--- src/rtl/alu_share_sched_if.sv ---
// Request/response bundle between the two ALU requesters and the scheduler.
// master = requesters plus response consumer, slave = alu_share_sched.
interface alu_share_sched_if #(
  parameter int DATA_W = 8,
  parameter int OP_W   = 5
);
  logic [1:0]        reqValid;
  logic [1:0]        reqReady;
  logic [OP_W-1:0]   reqOp0;
  logic [OP_W-1:0]   reqOp1;
  logic [DATA_W-1:0] reqA0;
  logic [DATA_W-1:0] reqA1;
  logic [DATA_W-1:0] reqB0;
  logic [DATA_W-1:0] reqB1;
  logic              rspValid;
  logic              rspReady;
  logic              rspId;
  logic [DATA_W-1:0] rspResult;
  logic              rspBranch;
  logic              rspErr;

  modport master (
    output reqValid, reqOp0, reqOp1,
    output reqA0, reqA1, reqB0, reqB1,
    output rspReady,
    input  reqReady, rspValid, rspId,
    input  rspResult, rspBranch, rspErr
  );

  modport slave (
    input  reqValid, reqOp0, reqOp1,
    input  reqA0, reqA1, reqB0, reqB1,
    input  rspReady,
    output reqReady, rspValid, rspId,
    output rspResult, rspBranch, rspErr
  );
endinterface

--- src/rtl/alu_share_sched.sv ---
// Shares one ALU between execute (req0) and branch/address unit (req1).
// Define ALU_SCHED_MODCHK_EN to trap MOD-by-zero before it reaches the ALU.
module alu_share_sched #(
  parameter int DATA_W     = 8,
  parameter int OP_W       = 5,
  parameter int FIXED_PRIO = 0
) (
  input  logic              clk,
  input  logic              reset,
  alu_share_sched_if.slave  bus,
  output logic [OP_W-1:0]   aluOp,
  output logic [DATA_W-1:0] aluInOne,
  output logic [DATA_W-1:0] aluInTwo,
  input  logic [DATA_W-1:0] aluResult,
  input  logic              aluBranchPass
);

  typedef enum logic [1:0] {
    IDLE = 2'd0,
    EXEC = 2'd1,
    RESP = 2'd2
  } state_t;

  state_t state_q, state_d;

  logic [OP_W-1:0]   op_q;
  logic [DATA_W-1:0] a_q;
  logic [DATA_W-1:0] b_q;
  logic [DATA_W-1:0] res_q;
  logic              owner_q;
  logic              last_q;
  logic              br_q;
  logic              flag_q;

  logic              accept;
  logic              win;
  logic              modz;
  logic              is_br;
  logic [OP_W-1:0]   sel_op;
  logic [DATA_W-1:0] sel_a;
  logic [DATA_W-1:0] sel_b;

  always_comb begin
    win = 1'b0;
    unique case (bus.reqValid)
      2'b10:   win = 1'b1;
      2'b11:   win = (FIXED_PRIO != 0) ? 1'b0 : ~last_q;
      default: win = 1'b0;
    endcase
  end

  assign sel_op = win ? bus.reqOp1 : bus.reqOp0;
  assign sel_a  = win ? bus.reqA1  : bus.reqA0;
  assign sel_b  = win ? bus.reqB1  : bus.reqB0;

`ifdef ALU_SCHED_MODCHK_EN
  logic err_q;

  assign modz = (sel_op == OP_W'(5'b01111))
             && (sel_b == '0);

  always_ff @(posedge clk) begin
    if (reset) begin
      err_q <= 1'b0;
    end else if (state_q == EXEC) begin
      err_q <= flag_q;
    end
  end

  assign bus.rspErr = err_q;
`else
  assign modz       = 1'b0;
  assign bus.rspErr = 1'b0;
`endif

  always_comb begin
    state_d      = state_q;
    accept       = 1'b0;
    bus.reqReady = 2'b00;
    unique case (state_q)
      IDLE: begin
        if ((|bus.reqValid) && !reset) begin
          accept       = 1'b1;
          bus.reqReady = win ? 2'b10 : 2'b01;
          state_d      = EXEC;
        end
      end
      EXEC: state_d = RESP;
      RESP: begin
        if (bus.rspReady) begin
          state_d = IDLE;
        end
      end
      default: state_d = IDLE;
    endcase
  end

  // Branch ops live in 101xx and 110xx; others never report a branch.
  assign is_br = (op_q[4:2] == 3'b101)
              || (op_q[4:2] == 3'b110);

  always_ff @(posedge clk) begin
    if (reset) begin
      state_q <= IDLE;
      op_q    <= '0;
      a_q     <= '0;
      b_q     <= '0;
      res_q   <= '0;
      owner_q <= 1'b0;
      last_q  <= 1'b1;
      br_q    <= 1'b0;
      flag_q  <= 1'b0;
    end else begin
      state_q <= state_d;
      if (accept) begin
        op_q    <= modz ? '0 : sel_op;
        a_q     <= modz ? '0 : sel_a;
        b_q     <= modz ? '0 : sel_b;
        owner_q <= win;
        last_q  <= win;
        flag_q  <= modz;
      end
      if (state_q == EXEC) begin
        res_q <= flag_q ? '1 : aluResult;
        br_q  <= !flag_q && is_br
              && aluBranchPass;
      end
    end
  end

  assign aluOp         = op_q;
  assign aluInOne      = a_q;
  assign aluInTwo      = b_q;
  assign bus.rspValid  = (state_q == RESP);
  assign bus.rspId     = owner_q;
  assign bus.rspResult = res_q;
  assign bus.rspBranch = br_q;

endmodule
--- src/flat_wrapper.sv ---
// flat-port wrapper written by rule: the top's interface ports become plain ports
module alu_share_sched_flat 
#(
  parameter int DATA_W     = 8,
  parameter int OP_W       = 5,
  parameter int FIXED_PRIO = 0
)
  (clk, reset, aluOp, aluInOne, aluInTwo, aluResult, aluBranchPass, bus_reqValid, bus_reqOp0, bus_reqOp1, bus_reqA0, bus_reqA1, bus_reqB0, bus_reqB1, bus_rspReady, bus_reqReady, bus_rspValid, bus_rspId, bus_rspResult, bus_rspBranch, bus_rspErr);
  alu_share_sched_if #(.DATA_W(DATA_W), .OP_W(OP_W)) bus_i ();
  input  logic clk;
  input  logic reset;
  output logic [OP_W-1:0] aluOp;
  output logic [DATA_W-1:0] aluInOne;
  output logic [DATA_W-1:0] aluInTwo;
  input  logic [DATA_W-1:0] aluResult;
  input  logic aluBranchPass;
  input wire logic [$bits(bus_i.reqValid)-1:0] bus_reqValid;
  input wire logic [$bits(bus_i.reqOp0)-1:0] bus_reqOp0;
  input wire logic [$bits(bus_i.reqOp1)-1:0] bus_reqOp1;
  input wire logic [$bits(bus_i.reqA0)-1:0] bus_reqA0;
  input wire logic [$bits(bus_i.reqA1)-1:0] bus_reqA1;
  input wire logic [$bits(bus_i.reqB0)-1:0] bus_reqB0;
  input wire logic [$bits(bus_i.reqB1)-1:0] bus_reqB1;
  input wire logic [$bits(bus_i.rspReady)-1:0] bus_rspReady;
  output wire logic [$bits(bus_i.reqReady)-1:0] bus_reqReady;
  output wire logic [$bits(bus_i.rspValid)-1:0] bus_rspValid;
  output wire logic [$bits(bus_i.rspId)-1:0] bus_rspId;
  output wire logic [$bits(bus_i.rspResult)-1:0] bus_rspResult;
  output wire logic [$bits(bus_i.rspBranch)-1:0] bus_rspBranch;
  output wire logic [$bits(bus_i.rspErr)-1:0] bus_rspErr;
  assign bus_i.reqValid = bus_reqValid;
  assign bus_i.reqOp0 = bus_reqOp0;
  assign bus_i.reqOp1 = bus_reqOp1;
  assign bus_i.reqA0 = bus_reqA0;
  assign bus_i.reqA1 = bus_reqA1;
  assign bus_i.reqB0 = bus_reqB0;
  assign bus_i.reqB1 = bus_reqB1;
  assign bus_i.rspReady = bus_rspReady;
  assign bus_reqReady = bus_i.reqReady;
  assign bus_rspValid = bus_i.rspValid;
  assign bus_rspId = bus_i.rspId;
  assign bus_rspResult = bus_i.rspResult;
  assign bus_rspBranch = bus_i.rspBranch;
  assign bus_rspErr = bus_i.rspErr;
  alu_share_sched #(.DATA_W(DATA_W), .OP_W(OP_W), .FIXED_PRIO(FIXED_PRIO)) u_core (.clk(clk), .reset(reset), .bus(bus_i), .aluOp(aluOp), .aluInOne(aluInOne), .aluInTwo(aluInTwo), .aluResult(aluResult), .aluBranchPass(aluBranchPass));
endmodule
--- config.mk ---
export PLATFORM = sky130hd
export DESIGN_NAME = alu_share_sched_flat
export DESIGN_NICKNAME = d
export VERILOG_FILES = /design/src/rtl/alu_share_sched_if.sv /design/src/rtl/alu_share_sched.sv /design/src/flat_wrapper.sv
export SDC_FILE = /design/constraint.sdc
export NUM_CORES = 1
export LEC_CHECK = 0
export ABC_AREA = 1
export BUFFER_PORTS_ARGS = -buffer_cell sky130_fd_sc_hd__buf_2
export CORE_ASPECT_RATIO = 1.1
export CORE_MARGIN = 2
export CORE_UTILIZATION = 43
export DETAILED_ROUTE_END_ITERATION = 8
export MAX_ROUTING_LAYER = met4
export PLACE_DENSITY = 0.76
export SLEW_MARGIN = 10
export SYNTH_ARGS = -nofsm -noshare
export SYNTH_HDL_FRONTEND = slang
export SYNTH_SLANG_ARGS = --single-unit
--- constraint.sdc ---
create_clock -name clk -period 1.14 [get_ports clk]
set_input_delay 0.114 -clock clk [delete_from_list [all_inputs] [get_ports clk]]
set_output_delay 0.114 -clock clk [all_outputs]
set_load 0.01 [all_outputs]
==> impl_metrics.tcl, run 1 <==
set metrics [dict create \
    result_of_the_run "finished with violations" \
    violations_in_the_final_reports "setup timing" \
    die_width_um 60.95 \
    layout_setup_ws_ns -0.2099 \
    layout-drive-gt1-share 0.4162 \
    critPathKind "reg2out" \
    crit_slowest_cell "sky130_fd_sc_hd__dfxtp_2" \
    gp_congestion 0.7508 \
    grt_overflow 0 \
    area_growth_syn_to_layout_pct 57.83 \
    core_region_area_um2 3386 \
    synth.avg_cell_area_um2 6.728 \
    top_level_ports 91 \
    max-cap-violations 0 \
    cts-buffers-inserted 5 \
    worstHoldPathType "in2reg" \
    cts.htree.levels 2 \
    finalPower_mw 3.293 \
    clock_tree_from_tritoncts "built" \
    power_density_nw_per_um2 1360 \
    synthCells 228 \
    critPathCaptureType "primary output" \
    cp_max_fo 2 \
    detail_route.drc_violations 0 \
    route.vias.total 1831 \
    timing_max_transition_violations_final 0 \
    cp_slowest_stage_delay_ns 0.36 \
    floorplan.rows 22 \
    global_route_wire_length_before_repair_um 7231 \
    timing.reg2reg.setup_slack_ns -0.11 \
    first_pass_iteration_count_of_the_detailed_router 4 \
    finalCriticalPeriod_ns 1.350 \
    grt_antenna_before_repair 0 \
    cts_root_buf "sky130_fd_sc_hd__clkbuf_4" \
    setup_viol 26 \
    synth_cell_types 16 \
    mappedNetlistNets 284 \
    min_period_over_period 1.184 \
    clk_pin_slew_ns 0.11 \
    worst-path-buf-inv 2 \
    vdd.ir_drop.worst_v 0.0008605 \
    net_total_in_the_final_layout 389 \
    arrival_ns 1.24 \
    grt_usage 0.2505 \
    drtAntennaViolNets 0 \
    total_die_area_um2 4061 \
    antennaDiodeCount 0 \
    critical_path.cell_chain "nor2_4, nand2_2, nor2_4, nand2_2, inv_2, buf_6" \
    yosys_register_bits 34 \
    clk_path_buf_depth 2 \
    drt-vias-per-instance 4.793 \
    routed_wire_length_per_instance_um 12.05 \
    io_buffers 89 \
    report.final.hold_viol_count 0 \
    yosys_warnings 0 \
    initial_cell_density_of_the_core 0.4531 \
    clock_insertion_delay_worst_skew_ns 0.33 \
    netlist_area_um2 1534 \
    unrepaired_setup_endpoints_after_global_routing "true" \
    finalWirelength_um 4602 \
    detailedRoute.firstIterationViolations 97 \
    worstPathRequired_ns 1.03 \
    final_core_utilization 0.7151 \
    clock_sink_count 34 \
    power_leakage_nw 1.259 \
    grt_pass1_vias 1683 \
    path_delay_family "simple AND/OR/NAND/NOR gates" \
    grt_start_max_net_pins 22 \
    worst_setup_path_start_kind "flip-flop" \
    die_h_um 66.64 \
    post-dp-hpwl_um 2928 \
    synth_sequential_area_ratio 0.4437 \
    fmaxAchievable_mhz 740.8 \
    fin_skew_ns 0.009248 \
]
power by group:
| part | internal (mW) | switching, mW | total (mW) |
|---|---|---|---|
| combinational | 0.396 | 0.422 | 0.818 |
| sequential | 1.28 | 0.0520 | 1.34 |
| clock | 0.743 | 0.397 | 1.14 |
synth_stat cells:
cell type                  instances  share of area
sky130_fd_sc_hd__nor2_4            1         0.0073
sky130_fd_sc_hd__nand2_2           1         0.0041
sky130_fd_sc_hd__clkbuf_1          3         0.0073
sky130_fd_sc_hd__a21oi_1          24          0.078
sky130_fd_sc_hd__nor2_2            2         0.0082
sky130_fd_sc_hd__buf_4             5          0.024
sky130_fd_sc_hd__buf_2             4          0.013
sky130_fd_sc_hd__inv_1             5          0.012
sky130_fd_sc_hd__o21ai_0          11          0.036
sky130_fd_sc_hd__nand2_1          92           0.23
sky130_fd_sc_hd__buf_6             2          0.015
sky130_fd_sc_hd__inv_2             1         0.0024
sky130_fd_sc_hd__conb_1            1         0.0024
sky130_fd_sc_hd__dfxtp_1          34           0.44
sky130_fd_sc_hd__nor2_1           20          0.049
sky130_fd_sc_hd__nand3_1          22          0.072
worst paths after layout:
kind                                                              to  cells after the start                            start
worst min-delay path            u_core.bus.rspResult[4]$_SDFFE_PP0N_                      3                     aluResult[4]
worst max register to register       u_core.aluInTwo[5]$_SDFFE_PP0P_                      7   u_core.state_q[1]$_SDFFE_PP0P_
worst min register to register       u_core.aluInOne[3]$_SDFFE_PP0P_                      2  u_core.aluInOne[3]$_SDFFE_PP0P_
worst max-delay path                                 bus_reqReady[1]                      6   u_core.state_q[1]$_SDFFE_PP0P_
cells in the final DEF (no fill, tap or decap):
cell,netlist,routed
sky130_fd_sc_hd__buf_4,5,11
sky130_fd_sc_hd__conb_1,1,1
sky130_fd_sc_hd__o21ai_1,0,5
sky130_fd_sc_hd__clkbuf_8,0,1
sky130_fd_sc_hd__o21ai_2,0,3
sky130_fd_sc_hd__buf_12,0,3
sky130_fd_sc_hd__nand2_4,0,2
sky130_fd_sc_hd__buf_2,4,86
sky130_fd_sc_hd__clkbuf_4,0,5
sky130_fd_sc_hd__a21oi_1,24,21
sky130_fd_sc_hd__bufinv_16,0,2
sky130_fd_sc_hd__nand2_2,1,3
sky130_fd_sc_hd__inv_1,5,2
sky130_fd_sc_hd__buf_6,2,5
sky130_fd_sc_hd__dfxtp_1,34,32
sky130_fd_sc_hd__o21ai_0,11,3
sky130_fd_sc_hd__a21oi_2,0,3
sky130_fd_sc_hd__buf_8,0,2
sky130_fd_sc_hd__clkbuf_16,0,1
sky130_fd_sc_hd__nor2_2,2,1
sky130_fd_sc_hd__dfxtp_2,0,2
sky130_fd_sc_hd__nand2_1,92,88
sky130_fd_sc_hd__dlygate4sd3_1,0,3
sky130_fd_sc_hd__nand3_1,22,22
sky130_fd_sc_hd__inv_2,1,4
sky130_fd_sc_hd__nor2_1,20,18
sky130_fd_sc_hd__buf_16,0,1
sky130_fd_sc_hd__nor2_4,1,4
metal layers:
metal	GRT usage	wire (um)	vias to the layer above
met5	-	0	-
met4	0.07880	76	0
met3	0.07767	294	6
met2	0.4395	2439	74
met1	0.2644	1792	818
li1	-	-	933
area by class of cell:
class,count,area (um2)
fill,328,964.7
multi-input combinational,174,802.0
sequential,34,683.2
inverter,6,22.52
clock inverter,2,60.06
tap,48,60.06
timing repair buffer,112,742.0
clock buffer,6,51.30
kinds of logic (layout without fill, tap and decap cells):
kind of cell,Yosys count,in the layout,share of synthesized area
simple gates,138,138,0.3654
compound gates,35,35,0.1142
flops,34,34,0.4437
buf+inv,20,126,0.07423
other cells,1,1,0.002445
registers in the layout, summed over array words and instances, names as in the netlist:
register,count
u_core.aluInOne,8
u_core.bus.rspBranch,1
u_core.aluOp,5
u_core.last_q,1
u_core.bus.rspResult,8
u_core.state_q,2
u_core.aluInTwo,8
u_core.bus.rspId,1
worst register-to-register path, delay by kind of cell, from the launching register on:
| kind | cells | cell delay (ns) |
|---|---|---|
| AOI/OAI and AO/OA | 1 | 0.11 |
| buffers and inverters | 2 | 0.36 |
| DFF | 1 | 0.36 |
| and+or+nand+nor | 4 | 0.36 |
through the flow:
step	setup slack (ns)	hold WS [ns]	instances	area [um2]	TNS, ns
floorplan	0.04721	0.1831	228	1534	0
global placement	0.08477	0.3259	361	2061	0
detailed placement	0.02002	0.3275	361	2061	0
CTS	-0.2001	0.005869	379	2345	-2.492
global route	-0.2762	0.01912	382	2421	-4.230
finish	-0.2099	0.01577	382	2421	-2.439
repair_timing:
item,4_1_cts,5_1_grt
cloned,1,1
endpoints found under the setup margin,15,36
hold buffers,2,1
resized for setup,22,19
hold endpoints to repair,1,1
setup buffers,7,2
pin swaps,6,4
No activity file was read; power rests on OpenSTA's default activity.
==> run 2: changes to the inputs <==
- CORE_UTILIZATION: 43 -> 40
- PLACE_DENSITY: 0.76 -> 0.72
==> run 2 against run 1 <==
Effect of this change:
- wire length down 12%
- core utilization is 7.7 points lower
- design area fell by 3.7%
- non-clock buffer count shrank 6
- final cell count down 1.3%
- die area is 7.0% higher
- critical path type unchanged
- sequential power barely moved
- global-route usage is 5.2 points lower
- the run still ends with setup timing left
- critical path depth unchanged
- combinational power fell by 6.2%
- via count is 4.8% lower
==> impl_metrics.tcl, run 2 (synthesis results as in run 1) <==
set metrics [dict create \
    routed_wire_length_per_instance_um 10.80 \
    detailed_place.area_um2 2053 \
    fmaxAchievable_mhz 796.2 \
    report.final.hold_viol_count 0 \
    antennaDiodeCount 0 \
    grt_start_max_net_pins 22 \
    clock_sink_count 34 \
    switching_share 0.2946 \
    floorplan.rows 23 \
    violations_in_the_final_reports "setup timing" \
    worst-path-buf-inv 3 \
    filler_cell_count 359 \
    fin_skew_ns 0.004959 \
    finalInstanceArea_um2 2331 \
    die_h_um 68.95 \
    hold-worst-slack_ns 0.02322 \
    cp_slowest_stage_delay_ns 0.31 \
    sw_pwr_mw 0.8574 \
    cts_root_buf "sky130_fd_sc_hd__clkbuf_8" \
    timing_max_transition_violations_final 0 \
    detailedRoute.firstIterationViolations 59 \
    route.vias.total 1744 \
    post-dp-hpwl_um 2905 \
    initial_cell_density_of_the_core 0.4197 \
    first_pass_iteration_count_of_the_detailed_router 4 \
    max-cap-violations 0 \
    finalPower_mw 2.910 \
    worst_setup_path_start_kind "flip-flop" \
    combinationalPowerShare 0.263 \
    top_level_ports 91 \
    finalCriticalPeriod_ns 1.256 \
    grt_usage 0.1981 \
    critPathCaptureType "primary output" \
    min_period_over_period 1.102 \
    clk_pin_slew_ns 0.06 \
    worstHoldPathType "in2reg" \
    die_width_um 63.05 \
    stdcell_count 377 \
    result_of_the_run "finished with violations" \
    clkPwrFrac 0.278 \
    cp_max_fo 3 \
    finalSetupTns_ns -0.4206 \
    final_core_utilization 0.6378 \
    clk_path_buf_depth 2 \
    net_total_in_the_final_layout 383 \
    path_delay_family "flip-flops" \
    grt_antenna_before_repair 0 \
    power.internal_mw 2.053 \
    io_buffers 89 \
    worstPathRequired_ns 1.03 \
    gp_congestion 0.7856 \
    power_density_nw_per_um2 1248 \
    layout_common_cells "88 x sky130_fd_sc_hd__buf_2, 80 x sky130_fd_sc_hd__nand2_1, 32 x sky130_fd_sc_hd__dfxtp_1" \
    crit_slowest_cell "sky130_fd_sc_hd__dfxtp_1" \
    vdd.ir_drop.worst_v 0.0006874 \
    cts.htree.levels 2 \
    finalWirelength_um 4071 \
    cpMostUsedCell "sky130_fd_sc_hd__nand2_2" \
    critPathKind "reg2out" \
    area_growth_syn_to_layout_pct 51.96 \
    dp_slack_ns 0.004098 \
    timing.reg2reg.setup_slack_ns -0.05 \
    dp.cells 365 \
    arrival_ns 1.14 \
    layout_commonest_cell "sky130_fd_sc_hd__buf_2" \
    power_leakage_nw 1.221 \
    grt_overflow 0 \
    clock_insertion_delay_worst_skew_ns 0.28 \
    critical_path.cell_chain "nand2_1, nand2_2, inv_1, nand2_2, inv_2, buf_6" \
    setup_viol 7 \
    drt-vias-per-instance 4.626 \
    layout-drive-gt1-share 0.4404 \
    layout_setup_ws_ns -0.1159 \
    core_region_area_um2 3655 \
    unrepaired_setup_endpoints_after_global_routing "true" \
    detail_route.drc_violations 0 \
    total_die_area_um2 4347 \
    clock_tree_from_tritoncts "built" \
    share_seq_of_total_power 0.458 \
    drtAntennaViolNets 0 \
    cts-buffers-inserted 5 \
    grt_pass1_vias 1507 \
    global_route_wire_length_before_repair_um 6486 \
]
## run 2: changes by cell type in the layout (fill, tap and decap cells not counted), sizes merged
cell / delta
clkbuf: -2
buf: -2
bufinv: -2
dlygate4sd3: -3
clkinv: +2
## run 2: layout make-up
class	instances	area (um2)	share of cell area
Clock buffer	5	68.82	0.02952
Clock inverter	2	10.01	0.004294
Inverter	6	22.52	0.009662
Multi-Input combinational cell	174	833.3	0.3575
Sequential cell	34	683.2	0.2931
Tap cell	50	62.56	0.02684
Timing Repair Buffer	106	650.6	0.2791
## run 2: what timing repair did
item | in CTS | in global routing
resized for setup | 8 | 39
cloned | 1 | 0
buffers inserted | 2 | 4
endpoints found under the setup margin | 3 | 24
pin swaps | 2 | 17
hold buffers | 0 | 0
## run 2: final timing paths
check	depth (start not counted)	start	end
setup / recovery	6	u_core.last_q$_SDFFE_PP1P_	bus_reqReady[1]
hold / removal	2	reset	u_core.state_q[1]$_SDFFE_PP0P_
setup reg to reg	8	u_core.state_q[1]$_SDFFE_PP0P_	u_core.aluInTwo[5]$_SDFFE_PP0P_
hold reg to reg	2	u_core.aluInOne[3]$_SDFFE_PP0P_	u_core.aluInOne[3]$_SDFFE_PP0P_
## run 2: per-layer routing
metal  global-route usage  up-vias  wire length [um]
li1                     -      923                 -
met1               0.2353      750              1815
met2               0.3271       64              1911
met3              0.05682        7               278
met4              0.06667        0                66
met5                    -        -                 0
## run 2: worst register-to-register path, stage by stage, from the launching register on
cell and delay, ns:
sky130_fd_sc_hd__dfxtp_2 0.33, sky130_fd_sc_hd__nor2_4 0.12, sky130_fd_sc_hd__nand2_2 0.07, sky130_fd_sc_hd__nor2_4 0.10
sky130_fd_sc_hd__buf_6 0.14, sky130_fd_sc_hd__buf_12 0.11, sky130_fd_sc_hd__buf_16 0.10, sky130_fd_sc_hd__nand2_2 0.06
sky130_fd_sc_hd__a21oi_2 0.11
## run 2: power by group through the flow
| stage | Clock, mW | Combinational [mW] | Sequential, mW |
|---|---|---|---|
| 3_5_place_dp | 0 | 0.639 | 1.36 |
| 5_1_grt | 0.895 | 0.861 | 1.34 |
| 2_1_floorplan | 0 | 0.332 | 1.40 |
| 4_1_cts | 0.839 | 0.694 | 1.33 |
| 3_3_place_gp | 0 | 0.635 | 1.36 |
| 6_report | 0.810 | 0.767 | 1.33 |
==> run 3: changes to the inputs <==
- clock period: 1.14 -> 1.6 ns (I/O delays scaled with it)
==> run 3 against run 2 <==
Effect of this change:
- the run now ends clean
- setup slack gained 0.32 ns
- core utilization decreased by 5.9 points
- critical path type unchanged
- die area did not move
- non-clock buffer count shrank 9
- largest power group unchanged
- sequential share of layout area is 2.8 points higher
- wire length down 5.7%
- flip-flop and latch count stayed put
- global-route usage is 0.92 points lower
- clock power shrank 20%
- final cell count fell by 2.1%
- worst hold slack improved by 0.055 ns
==> impl_metrics.tcl, run 3 (synthesis results as in run 1) <==
set metrics [dict create \
    critPathKind "reg2out" \
    route.vias.total 1685 \
    grt_usage 0.1889 \
    power_leakage_nw 1.132 \
    report.final.hold_viol_count 0 \
    stdcell_count 369 \
    detail_route.drc_violations 0 \
    first_pass_iteration_count_of_the_detailed_router 4 \
    finalCriticalPeriod_ns 1.401 \
    critPathCaptureType "primary output" \
    cp_slowest_stage_delay_ns 0.33 \
    finalSetupTns_ns 0 \
    grtUsageMet3 0.06494 \
    layout_commonest_cell "sky130_fd_sc_hd__nand2_1" \
    io_buffers 89 \
    area_growth_syn_to_layout_pct 38.01 \
    routed_wire_length_per_instance_um 10.41 \
    finalPower_mw 2.037 \
    worstHoldPathType "in2reg" \
    fin_skew_ns 0.003674 \
    global_route_wire_length_before_repair_um 6120 \
    worst_setup_path_start_kind "flip-flop" \
    dp.cells 360 \
    clock_insertion_delay_worst_skew_ns 0.29 \
    fmaxAchievable_mhz 714.0 \
    cts.htree.levels 2 \
    critical_path.cell_chain "nand2_1, nand2_2, inv_1, nor2_1, buf_2" \
    clk_path_buf_depth 2 \
    timing_max_transition_violations_final 0 \
    net_total_in_the_final_layout 374 \
    grt_antenna_before_repair 0 \
    die_width_um 63.05 \
    setup_viol 0 \
    vdd.ir_drop.worst_v 0.0005894 \
    finalWirelength_um 3840 \
    total_die_area_um2 4347 \
    antennaDiodeCount 0 \
    top_level_ports 91 \
    clock_sink_count 34 \
    gp_congestion 0.7576 \
    clock_tree_from_tritoncts "built" \
    grt_pass1_vias 1411 \
    core_region_area_um2 3655 \
    drt-vias-per-instance 4.566 \
    layout-drive-gt1-share 0.3448 \
    hold-worst-slack_ns 0.07862 \
    unrepaired_setup_endpoints_after_global_routing "false" \
    initial_cell_density_of_the_core 0.4197 \
    arrival_ns 1.24 \
    met2_usage_grt 0.2886 \
    max-cap-violations 0 \
    min_period_over_period 0.8753 \
    gr-usage-met1 0.2283 \
    drtAntennaViolNets 0 \
    power_density_nw_per_um2 962.0 \
    crit_slowest_cell "sky130_fd_sc_hd__dfxtp_1" \
    grt_start_max_net_pins 22 \
    clk_pin_slew_ns 0.06 \
    result_of_the_run "complete, no violations" \
    floorplan.rows 23 \
    detailedRoute.firstIterationViolations 99 \
    grt_overflow 0 \
    die_h_um 68.95 \
    layout_common_cells "91 x sky130_fd_sc_hd__nand2_1, 89 x sky130_fd_sc_hd__buf_2, 34 x sky130_fd_sc_hd__dfxtp_1" \
    grt_busiest_layer "met2" \
    post-dp-hpwl_um 2835 \
    cts-buffers-inserted 5 \
    filler_cell_count 389 \
    cp_max_fo 11 \
    worstPathRequired_ns 1.44 \
    cts_root_buf "sky130_fd_sc_hd__clkbuf_8" \
]
## run 3: cell count changes in the layout (fill, tap and decap cells not counted), sizes merged
cell / delta
buf: -9
clkbuf: +2
clkinv: -1
## run 3: per-stage QoR
step / area [um2] / setup slack (ns) / utilization
global route: 2117 / 0.04811 / 0.5793
floorplan: 1534 / 0.4970 / -
detailed placement: 2016 / 0.3691 / 0.5515
global placement: 2016 / 0.3879 / 0.5515
finish: 2117 / 0.1994 / 0.5793
CTS: 2107 / 0.06938 / 0.5765
## run 3: cell type report
class,instances,area [um2],share of cell area
Clock buffer,7,86.33,0.04078
Clock inverter,1,5.005,0.002364
Inverter,6,22.52,0.01064
Multi-Input combinational cell,174,742.0,0.3505
Sequential cell,34,680.7,0.3215
Tap cell,50,62.56,0.02955
Timing Repair Buffer,97,518.0,0.2447
## run 3: timing repair
item,in CTS,in global routing
endpoints found under the setup margin,0,2
resized for setup,0,1
setup buffers,0,1
hold buffers,0,0
## run 3: worst max-delay path: cells and delay by family (launching register included)
family                 cells  cell delay, ns
buffers and inverters      2            0.23
flip-flops                 1            0.33
AND/OR/NAND/NOR            3            0.39
## run 3: worst paths after layout
check / startpoint / endpoint / slack (ns) / cells past startpoint
hold reg to reg: u_core.aluInOne[6]$_SDFFE_PP0P_ / u_core.aluInOne[6]$_SDFFE_PP0P_ / 0.46 / 2
setup / recovery: u_core.last_q$_SDFFE_PP1P_ / bus_reqReady[0] / 0.20 / 5
hold / removal: reset / u_core.state_q[1]$_SDFFE_PP0P_ / 0.08 / 2
setup reg to reg: u_core.state_q[1]$_SDFFE_PP0P_ / u_core.aluOp[0]$_SDFFE_PP0P_ / 0.35 / 7
## run 3: report_power, final
| group | internal [mW] | switching (mW) | total [mW] |
|---|---|---|---|
| Clock | 0.347 | 0.303 | 0.650 |
| Combinational | 0.192 | 0.248 | 0.440 |
| Sequential | 0.914 | 0.0326 | 0.946 |
| Total | 1.45 | 0.584 | 2.04 |
## run 3: routing by layer
metal / vias to the layer above / wire length, um
met1: 716 / 1789
met3: 6 / 290
met5: - / 0
li1: 900 / -
met2: 63 / 1696
met4: 0 / 64
